===== src/rtl/i2c_master_byte.sv =====
// Single-byte I2C master: START, 7-bit address + R/W, one data byte with ACK
// handling, and STOP. SDA is an open-drain enable; SCL timing uses a quarter-period divider.
module i2c_master_byte #(
   parameter int CLK_DIV = 4
) (
   input  logic       clk,
   input  logic       rst,
   input  logic       start,
   input  logic       rw,
   input  logic [6:0] addr,
   input  logic [7:0] wdata,
   input  logic       sda_in,
   output logic       scl,
   output logic       sda_oe,
   output logic       busy,
   output logic       done,
   output logic       nack,
   output logic [7:0] rdata
);

   localparam int QW = (CLK_DIV > 1) ? $clog2(CLK_DIV) : 1;
   localparam logic [QW-1:0] QMAX  = QW'(CLK_DIV - 1);
   localparam logic [QW-1:0] QONE  = QW'(1);
   localparam logic [QW-1:0] QZERO = QW'(0);

   typedef enum logic [2:0] {
      ST_IDLE  = 3'd0,
      ST_START = 3'd1,
      ST_ADDR  = 3'd2,
      ST_ACK1  = 3'd3,
      ST_WDATA = 3'd4,
      ST_RDATA = 3'd5,
      ST_ACK2  = 3'd6,
      ST_STOP  = 3'd7
   } state_t;

   state_t        state_r, state_s;
   logic [QW-1:0] qcnt_r, qcnt_s;
   logic [1:0]    qidx_r, qidx_s;
   logic [2:0]    bit_r, bit_s;
   logic [7:0]    abyte_r, wbyte_r, shift_r, rdata_r;
   logic          busy_r, done_r, nack_r, scl_r, oe_r;
   logic          accept_s, finish_s, sample_s, scl_s, oe_s;

   // sda_in is sampled on the last system clock of quarter 2 (SCL high).
   assign sample_s = (state_r != ST_IDLE) && (qcnt_r == QMAX) && (qidx_r == 2'd2);

   // Next-state logic: quarter/bit counters and slot-end transitions.
   always_comb begin
      state_s  = state_r;
      qcnt_s   = qcnt_r;
      qidx_s   = qidx_r;
      bit_s    = bit_r;
      accept_s = 1'b0;
      finish_s = 1'b0;
      if (state_r == ST_IDLE) begin
         // The done cycle is still IDLE, but a start there must wait one more cycle.
         if (start && !done_r) begin
            accept_s = 1'b1;
            state_s  = ST_START;
            qcnt_s   = QZERO;
            qidx_s   = 2'd0;
            bit_s    = 3'd0;
         end else begin
            state_s = ST_IDLE;
         end
      end else if (qcnt_r != QMAX) begin
         qcnt_s = qcnt_r + QONE;
      end else begin
         qcnt_s = QZERO;
         qidx_s = qidx_r + 2'd1;
         if (qidx_r == 2'd3) begin
            case (state_r)
               ST_START: begin
                  state_s = ST_ADDR;
                  bit_s   = 3'd0;
               end
               ST_ADDR, ST_WDATA, ST_RDATA: begin
                  if (bit_r == 3'd7) begin
                     state_s = (state_r == ST_ADDR) ? ST_ACK1 : ST_ACK2;
                     bit_s   = 3'd0;
                  end else begin
                     bit_s = bit_r + 3'd1;
                  end
               end
               ST_ACK1: begin
                  if (nack_r) begin
                     state_s = ST_STOP;
                  end else if (abyte_r[0]) begin
                     state_s = ST_RDATA;
                  end else begin
                     state_s = ST_WDATA;
                  end
               end
               ST_ACK2: state_s = ST_STOP;
               ST_STOP: begin
                  state_s  = ST_IDLE;
                  finish_s = 1'b1;
               end
               default: state_s = ST_IDLE;
            endcase
         end else begin
            state_s = state_r;
         end
      end
   end

   // Bus levels for the quarter being entered; registered so outputs have no input path.
   always_comb begin
      scl_s = 1'b1;
      oe_s  = 1'b0;
      case (state_s)
         ST_IDLE: begin
            scl_s = 1'b1;
            oe_s  = 1'b0;
         end
         ST_START: begin
            scl_s = 1'b1;
            oe_s  = qidx_s[1];
         end
         ST_ADDR: begin
            scl_s = qidx_s[1];
            oe_s  = ~abyte_r[3'd7 - bit_s];
         end
         ST_WDATA: begin
            scl_s = qidx_s[1];
            oe_s  = ~wbyte_r[3'd7 - bit_s];
         end
         ST_ACK1, ST_RDATA, ST_ACK2: begin
            scl_s = qidx_s[1];
            oe_s  = 1'b0;
         end
         ST_STOP: begin
            scl_s = qidx_s[1];
            oe_s  = (qidx_s != 2'd3);
         end
         default: begin
            scl_s = 1'b1;
            oe_s  = 1'b0;
         end
      endcase
   end

   // State, counters, captured request, sampled bits and status registers.
   always_ff @(posedge clk or negedge rst) begin
      if (!rst) begin
         state_r <= ST_IDLE;
         qcnt_r  <= QZERO;
         qidx_r  <= 2'd0;
         bit_r   <= 3'd0;
         abyte_r <= 8'd0;
         wbyte_r <= 8'd0;
         shift_r <= 8'd0;
         rdata_r <= 8'd0;
         busy_r  <= 1'b0;
         done_r  <= 1'b0;
         nack_r  <= 1'b0;
         scl_r   <= 1'b1;
         oe_r    <= 1'b0;
      end else begin
         state_r <= state_s;
         qcnt_r  <= qcnt_s;
         qidx_r  <= qidx_s;
         bit_r   <= bit_s;
         scl_r   <= scl_s;
         oe_r    <= oe_s;
         done_r  <= finish_s;
         if (accept_s) begin
            abyte_r <= {addr, rw};
            wbyte_r <= wdata;
            nack_r  <= 1'b0;
            busy_r  <= 1'b1;
         end else if (finish_s) begin
            busy_r <= 1'b0;
            // A read that lost its address ACK keeps the previous rdata.
            if (abyte_r[0] && !nack_r) begin
               rdata_r <= shift_r;
            end
         end
         if (sample_s) begin
            case (state_r)
               ST_ACK1: begin
                  if (sda_in) begin
                     nack_r <= 1'b1;
                  end
               end
               ST_ACK2: begin
                  if (!abyte_r[0] && sda_in) begin
                     nack_r <= 1'b1;
                  end
               end
               ST_RDATA: shift_r <= {shift_r[6:0], sda_in};
               default: ;
            endcase
         end
      end
   end

   assign scl    = scl_r;
   assign sda_oe = oe_r;
   assign busy   = busy_r;
   assign done   = done_r;
   assign nack   = nack_r;
   assign rdata  = rdata_r;

endmodule


===== config.mk =====
export PLATFORM = sky130hd
export DESIGN_NAME = i2c_master_byte
export DESIGN_NICKNAME = d
export VERILOG_FILES = /design/src/rtl/i2c_master_byte.sv
export SDC_FILE = /design/constraint.sdc
export NUM_CORES = 1
export LEC_CHECK = 0
export ABC_AREA = 1
export BUFFER_PORTS_ARGS = -buffer_cell sky130_fd_sc_hd__buf_2
export CAP_MARGIN = 5
export CORE_ASPECT_RATIO = 0.75
export CORE_UTILIZATION = 25
export CTS_CLUSTER_DIAMETER = 30
export CTS_CLUSTER_SIZE = 14
export DETAILED_ROUTE_END_ITERATION = 7
export PLACE_DENSITY = 0.51
export SLEW_MARGIN = 20
export SYNTH_ARGS = -nofsm -noshare
export SYNTH_HDL_FRONTEND = slang
export SYNTH_SLANG_ARGS = --single-unit

===== constraint.sdc =====
create_clock -name clk -period 5.46 [get_ports clk]
set_input_delay 1.092 -clock clk [delete_from_list [all_inputs] [get_ports clk]]
set_output_delay 1.092 -clock clk [all_outputs]
set_load 0.05 [all_outputs]

Word-level counts from Yosys, hierarchy flattened:

Cells that the tools add are included.

* input bits: 20
* register bits: 47
* output and inout port bits: 13
* word-level logic and storage cells: 100

* mux-type cells: 40
* bitwise logic cells: 3
* $lt $le $gt $ge: 1
* reduce and logical (&&, ||, !) cells: 18
* add/subtract/negate cells: 4
* equality and inequality tests: 21

Operator list (count)
* two-way mux 3 bit: 10
* == test 3 bit, second input constant: 9
* two-way mux 1 bit: 16
* two-way mux 2 bit: 7
* == test 3 x 2 -> 1 bit, second input constant: 4
* case mux 3 bit (4 select lines): 1
* binary-select mux 1 bit (select 3 bit): 2
* == test 2 bit, second input constant: 3
* == test 3 x 1 -> 1 bit, second input constant: 2
* logical NOT 3 bit: 2
* case mux 3 bit (2 select lines): 1
* OR reduction 6 bit: 1
* logical AND 1 bit: 5
* case mux 1 bit (5 select lines): 1
* adder 2 x 1 -> 2 bit, second input constant: 2
* < comparator 3 x 4 -> 1 bit, second input constant: 1
* != test 2 bit, second input constant: 2
* case mux 1 bit (2 select lines): 2
* OR reduction 4 bit: 1
* adder 3 x 1 -> 3 bit, second input constant: 1
* logical NOT 1 bit: 3
* NOT 1 bit: 3
* AND reduction 3 bit: 1
* nonzero test 3 bit: 1
* other kinds (6): 6

Logic depth before layout (Yosys ltp):

* word-level depth: 11
* depth in mapped cells: 14
* gate-level depth less buffers: 14

Least setup slack after synthesis:

No wires, ideal clock.

* kind: input port to flip-flop
* start: in start
* end: reg oe_r, in the netlist sda_oe
* arrival: 2.019 ns
* stages: 11
* buffers on the path: 0
* required time: 5.327 ns
* library setup time: 0.133 ns
* path slack: 3.308 ns
* path through: inv_1 -> nor2_1 -> nand2_1 -> nand3_1 -> nand2_2 -> inv_1 -> nand3_1 -> nand3_1 -> nand2_1 -> nand2_1 -> nand4_1

* word-level cells in the longest chain between the ends: 8
* elaborated cells between the ends (all ways): 25
* classes of those cells: 1 x add/sub; 8 x eq/ne; 11 x mux; 2 x bitwise; 3 x reduce/logical

Ends and longest elaborated chain
* start: declaration: RTL line 8 `input logic start,`
* logical AND 1 bit *: RTL line 58 `if (start && !done_r) begin`
* two-way mux 3 bit *: RTL line 58
* two-way mux 3 bit *: RTL line 56 `if (state_r == ST_IDLE) begin`
* named net bit_s[2]: RTL line 40 `logic [2:0] bit_r, bit_s;`
* subtractor 3 bit *: RTL line 123, 127
* binary-select mux 1 bit (select 3 bit) (on tied branches): RTL line 127, 123
* two-way mux 1 bit (on tied branches): RTL line 127, 123
* NOT 1 bit (on tied branches): RTL line 127, 123
* case mux 1 bit (5 select lines) *: RTL line 112 `case (state_s)`
* named net oe_s: RTL line 43 `logic accept_s, finish_s, sample_s, scl_s, oe_s;`
* end signal: assignment: RTL line 166 `oe_r <= oe_s;`
* end: declaration: RTL line 42 `logic busy_r, done_r, nack_r, scl_r, oe_r;`

The timed path passes the listed nets; every way through them passes the cells marked *. The select of a mux whose other input is x is not followed.
A chain may end at the register's enable or synchronous reset.

Final worst setup path:

Ends and elaborated chain as after synthesis.

==> summary.md <==
| Metric | Value |
|---|---|
| Vias per cell | 4.31 |
| Yosys reg bits | 47 |
| Crit share post-route | 45.5% |
| 1st-pass router iterations | 5 |
| Cell count after synthesis | 262 |
| First-pass GRT wire length | 8.34 mm |
| Worst min path class | reg -> reg |
| Run status | complete, no violations |
| Root Buffer Master | clkbuf_16 |
| CTS Buf Count | 5 |
| ANT cells | 0 |
| Mux share of post-synthesis cell area | 2.46% |
| Worst rel slew slack | 47.5% |
| Syn Area/Cell | 8.73 µm² |
| Syn_nets | 288 |
| CTS Buffer Depth | 2 |
| CTS sink cnt | 47 |
| Reg clk slew, reported paths | 0.07 ns |
| Synthesized area | 0.00229 mm² |
| Die H | 84.8 µm |
| Area Overhead vs Synth | 18.3% |
| Post-CTS Setup Bufs | 0 |
| Worst path required time | 5.62 ns |
| Layout fillers | 933 |
| Ys Warns | 0 |
| Commonest non-fill, non-tap cell in the layout | nand2_1 |
| Clock Latency Late Sink | 0.29 ns |
| Final Hold Vio Count | 0 |
| Critical path launch point type | input port |
| Wirelength per Cell | 12.4 µm |
| Largest family of logic cells by synthesized area | simple AND/OR/NAND/NOR gates |
| Post-DRT Antenna Nets | 0 |
| Power Density | 413 mW/mm² |
| Leak | 1.34 nW |
| Worst Clk Skew | 0.00719 ns |
| Post-Synth Simple-Gate Area | 23.6% |
| Final wirelength | 5.00 mm |
| Yosys cell types | 31 |
| DRC | 0 |
| Setup violators final | 0 |
| First DRT Iteration DRCs | 84 |
| Layout Utilization | 31.2% |
| XOR/XNOR Fraction of Synth Area | 0% |
| Critical Path AT | 2.64 ns |
| Post-synthesis compound-gate area fraction | 11.8% |
| Register area share after synthesis | 51.5% |
| Max_cap viols | 0 |
| Max-slew violations | 0 |
| PortBufs | 32 |
| Peak VDD IR | 0.000132 V |
| Post-synthesis adder-cell area fraction | 3.28% |
| Final nets | 321 |
| Resized cells post-CTS | 0 |
| Setup TNS | 0 ns |
| Die ar. | 0.00954 mm² |
| Initial antenna violation count | 0 |
| Ports | 33 |
| Largest net degree at the start of global routing | 48 |
| CORE AREA | 0.00867 mm² |
| Routability Congestion | 0.796 |
| Worst Tran Pin Value | 0.784 ns |
| Share of cells above drive strength 1 | 22.6% |
| Rows | 29 |
| Crit Path Max Fanout | 33 |
| Final period demand of the worst path | 2.48 ns |
| H-tree Lvls | 2 |
| Vias | 1743 |
| GRT Total Usage | 11.3% |
| Initial Util | 26.4% |
| RSZ-0062 raised after global routing | false |
| Critical path capture point type | flip-flop |
| Commonest non-fill, non-tap cells in the layout | nand2_1, dfrtp_1, inv_1 |
| DP HPWL | 3.64 mm |
| Hold-fix buffers at CTS | 0 |
| TritonCTS clock tree | built |
| Vias in the first global route | 1621 |
| Max frequency | 0.403 GHz |
| CP Class | in -> reg |
| Die W | 112 µm |
| Gr ovfl total | 0 |
-- cell families (layout without fill, tap and decap cells) --
kind of cell    Yosys count  after routing
simple gates            111            111
buf+inv                  44             78
compound gates           49             49
flops                    47             47
fa+ha+maj                 6              6
mux                       5              5
-- cell type report --
cell class	count	area (µm²)	share of cell area, %
clock buffers	6	129	4.76
clock inverters	2	16.3	0.601
inverters	38	143	5.27
multi-input cells	171	943	34.9
flip-flops and latches	47	1180	43.5
well taps	108	135	4.99
repair buffers	32	163	6.01
-- synth_stat cells, drive strengths merged --
library cell / instances / area share (%)
buf: 3 / 0.66
inv: 38 / 6.2
a22o: 1 / 0.38
nor3: 4 / 1.8
nand3: 21 / 5.0
ha: 6 / 3.3
nand2: 57 / 11
a31oi: 1 / 0.27
o21ai: 30 / 6.7
a21oi: 14 / 3.4
o31ai: 1 / 0.33
mux2: 5 / 2.5
o211ai: 1 / 0.33
dfstp: 1 / 1.1
nand4: 1 / 0.27
or2: 1 / 0.27
dfrtp: 46 / 50
nand3b: 4 / 1.3
nor2: 23 / 4.1
clkbuf: 3 / 0.49
o2111ai: 1 / 0.38
-- critical path, cell delays in order --
cell     delay [ns]
buf_2          0.08
inv_1          0.03
nor2_1         0.23
nand2_2        0.39
nand3_1        0.23
nand2_2        0.10
inv_1          0.10
nand3_1        0.09
nand3_1        0.08
nand2_1        0.06
nand2_1        0.06
nand4_1        0.08
-- path summary, 6_finish.rpt --
kind                             from    endpoint  slack [ns]  depth (start not counted)
setup / recovery                start      sda_oe        2.98                         12
hold / removal             shift_r[2]  shift_r[3]        0.49                          2
setup reg to reg           state_r[1]      sda_oe        3.23                         10
hold reg to reg            shift_r[2]  shift_r[3]        0.49                          2
max in group asynchronous         rst      sda_oe        4.22                          1
min in group asynchronous         rst  wbyte_r[7]        0.81                          1
-- metal layers --
metal | share of wire [%] | vias to the layer above | GRT usage (%)
met5 | 0 | - | 0
met4 | 0.86 | 0 | 3.27
met3 | 3.5 | 5 | 2.64
met2 | 38 | 37 | 15.2
met1 | 57 | 788 | 17.7
li1 | - | 913 | -
-- power breakdown --
part / switching (W) / total [W] / internal [W]
Combinational: 0.000207 / 0.000330 / 0.000123
Sequential: 0.0000454 / 0.000476 / 0.000431
Clock: 0.000138 / 0.000310 / 0.000172
-- metrics by stage --
step	hold slack [ns]	area (µm²)	std cells	total power, W	worst slack [ns]
6_report	0.486	2710	404	0.00112	2.98
5_1_grt	0.514	2710	404	0.00119	2.66
4_1_cts	0.487	2700	404	0.00113	2.64
3_5_place_dp	0.470	2560	396	0.000817	2.30
3_3_place_gp	0.467	2560	396	0.000808	2.40
2_1_floorplan	0.453	2290	262	0.000731	3.31
-- state kept, by name, summed over array words and instances (netlist names), 2 cells and up --
register	flops
abyte_r	8
bit_r	3
qcnt_r	2
qidx_r	2
rdata	8
shift_r	8
state_r	3
wbyte_r	8
No activity file was read; power rests on OpenSTA's default activity.
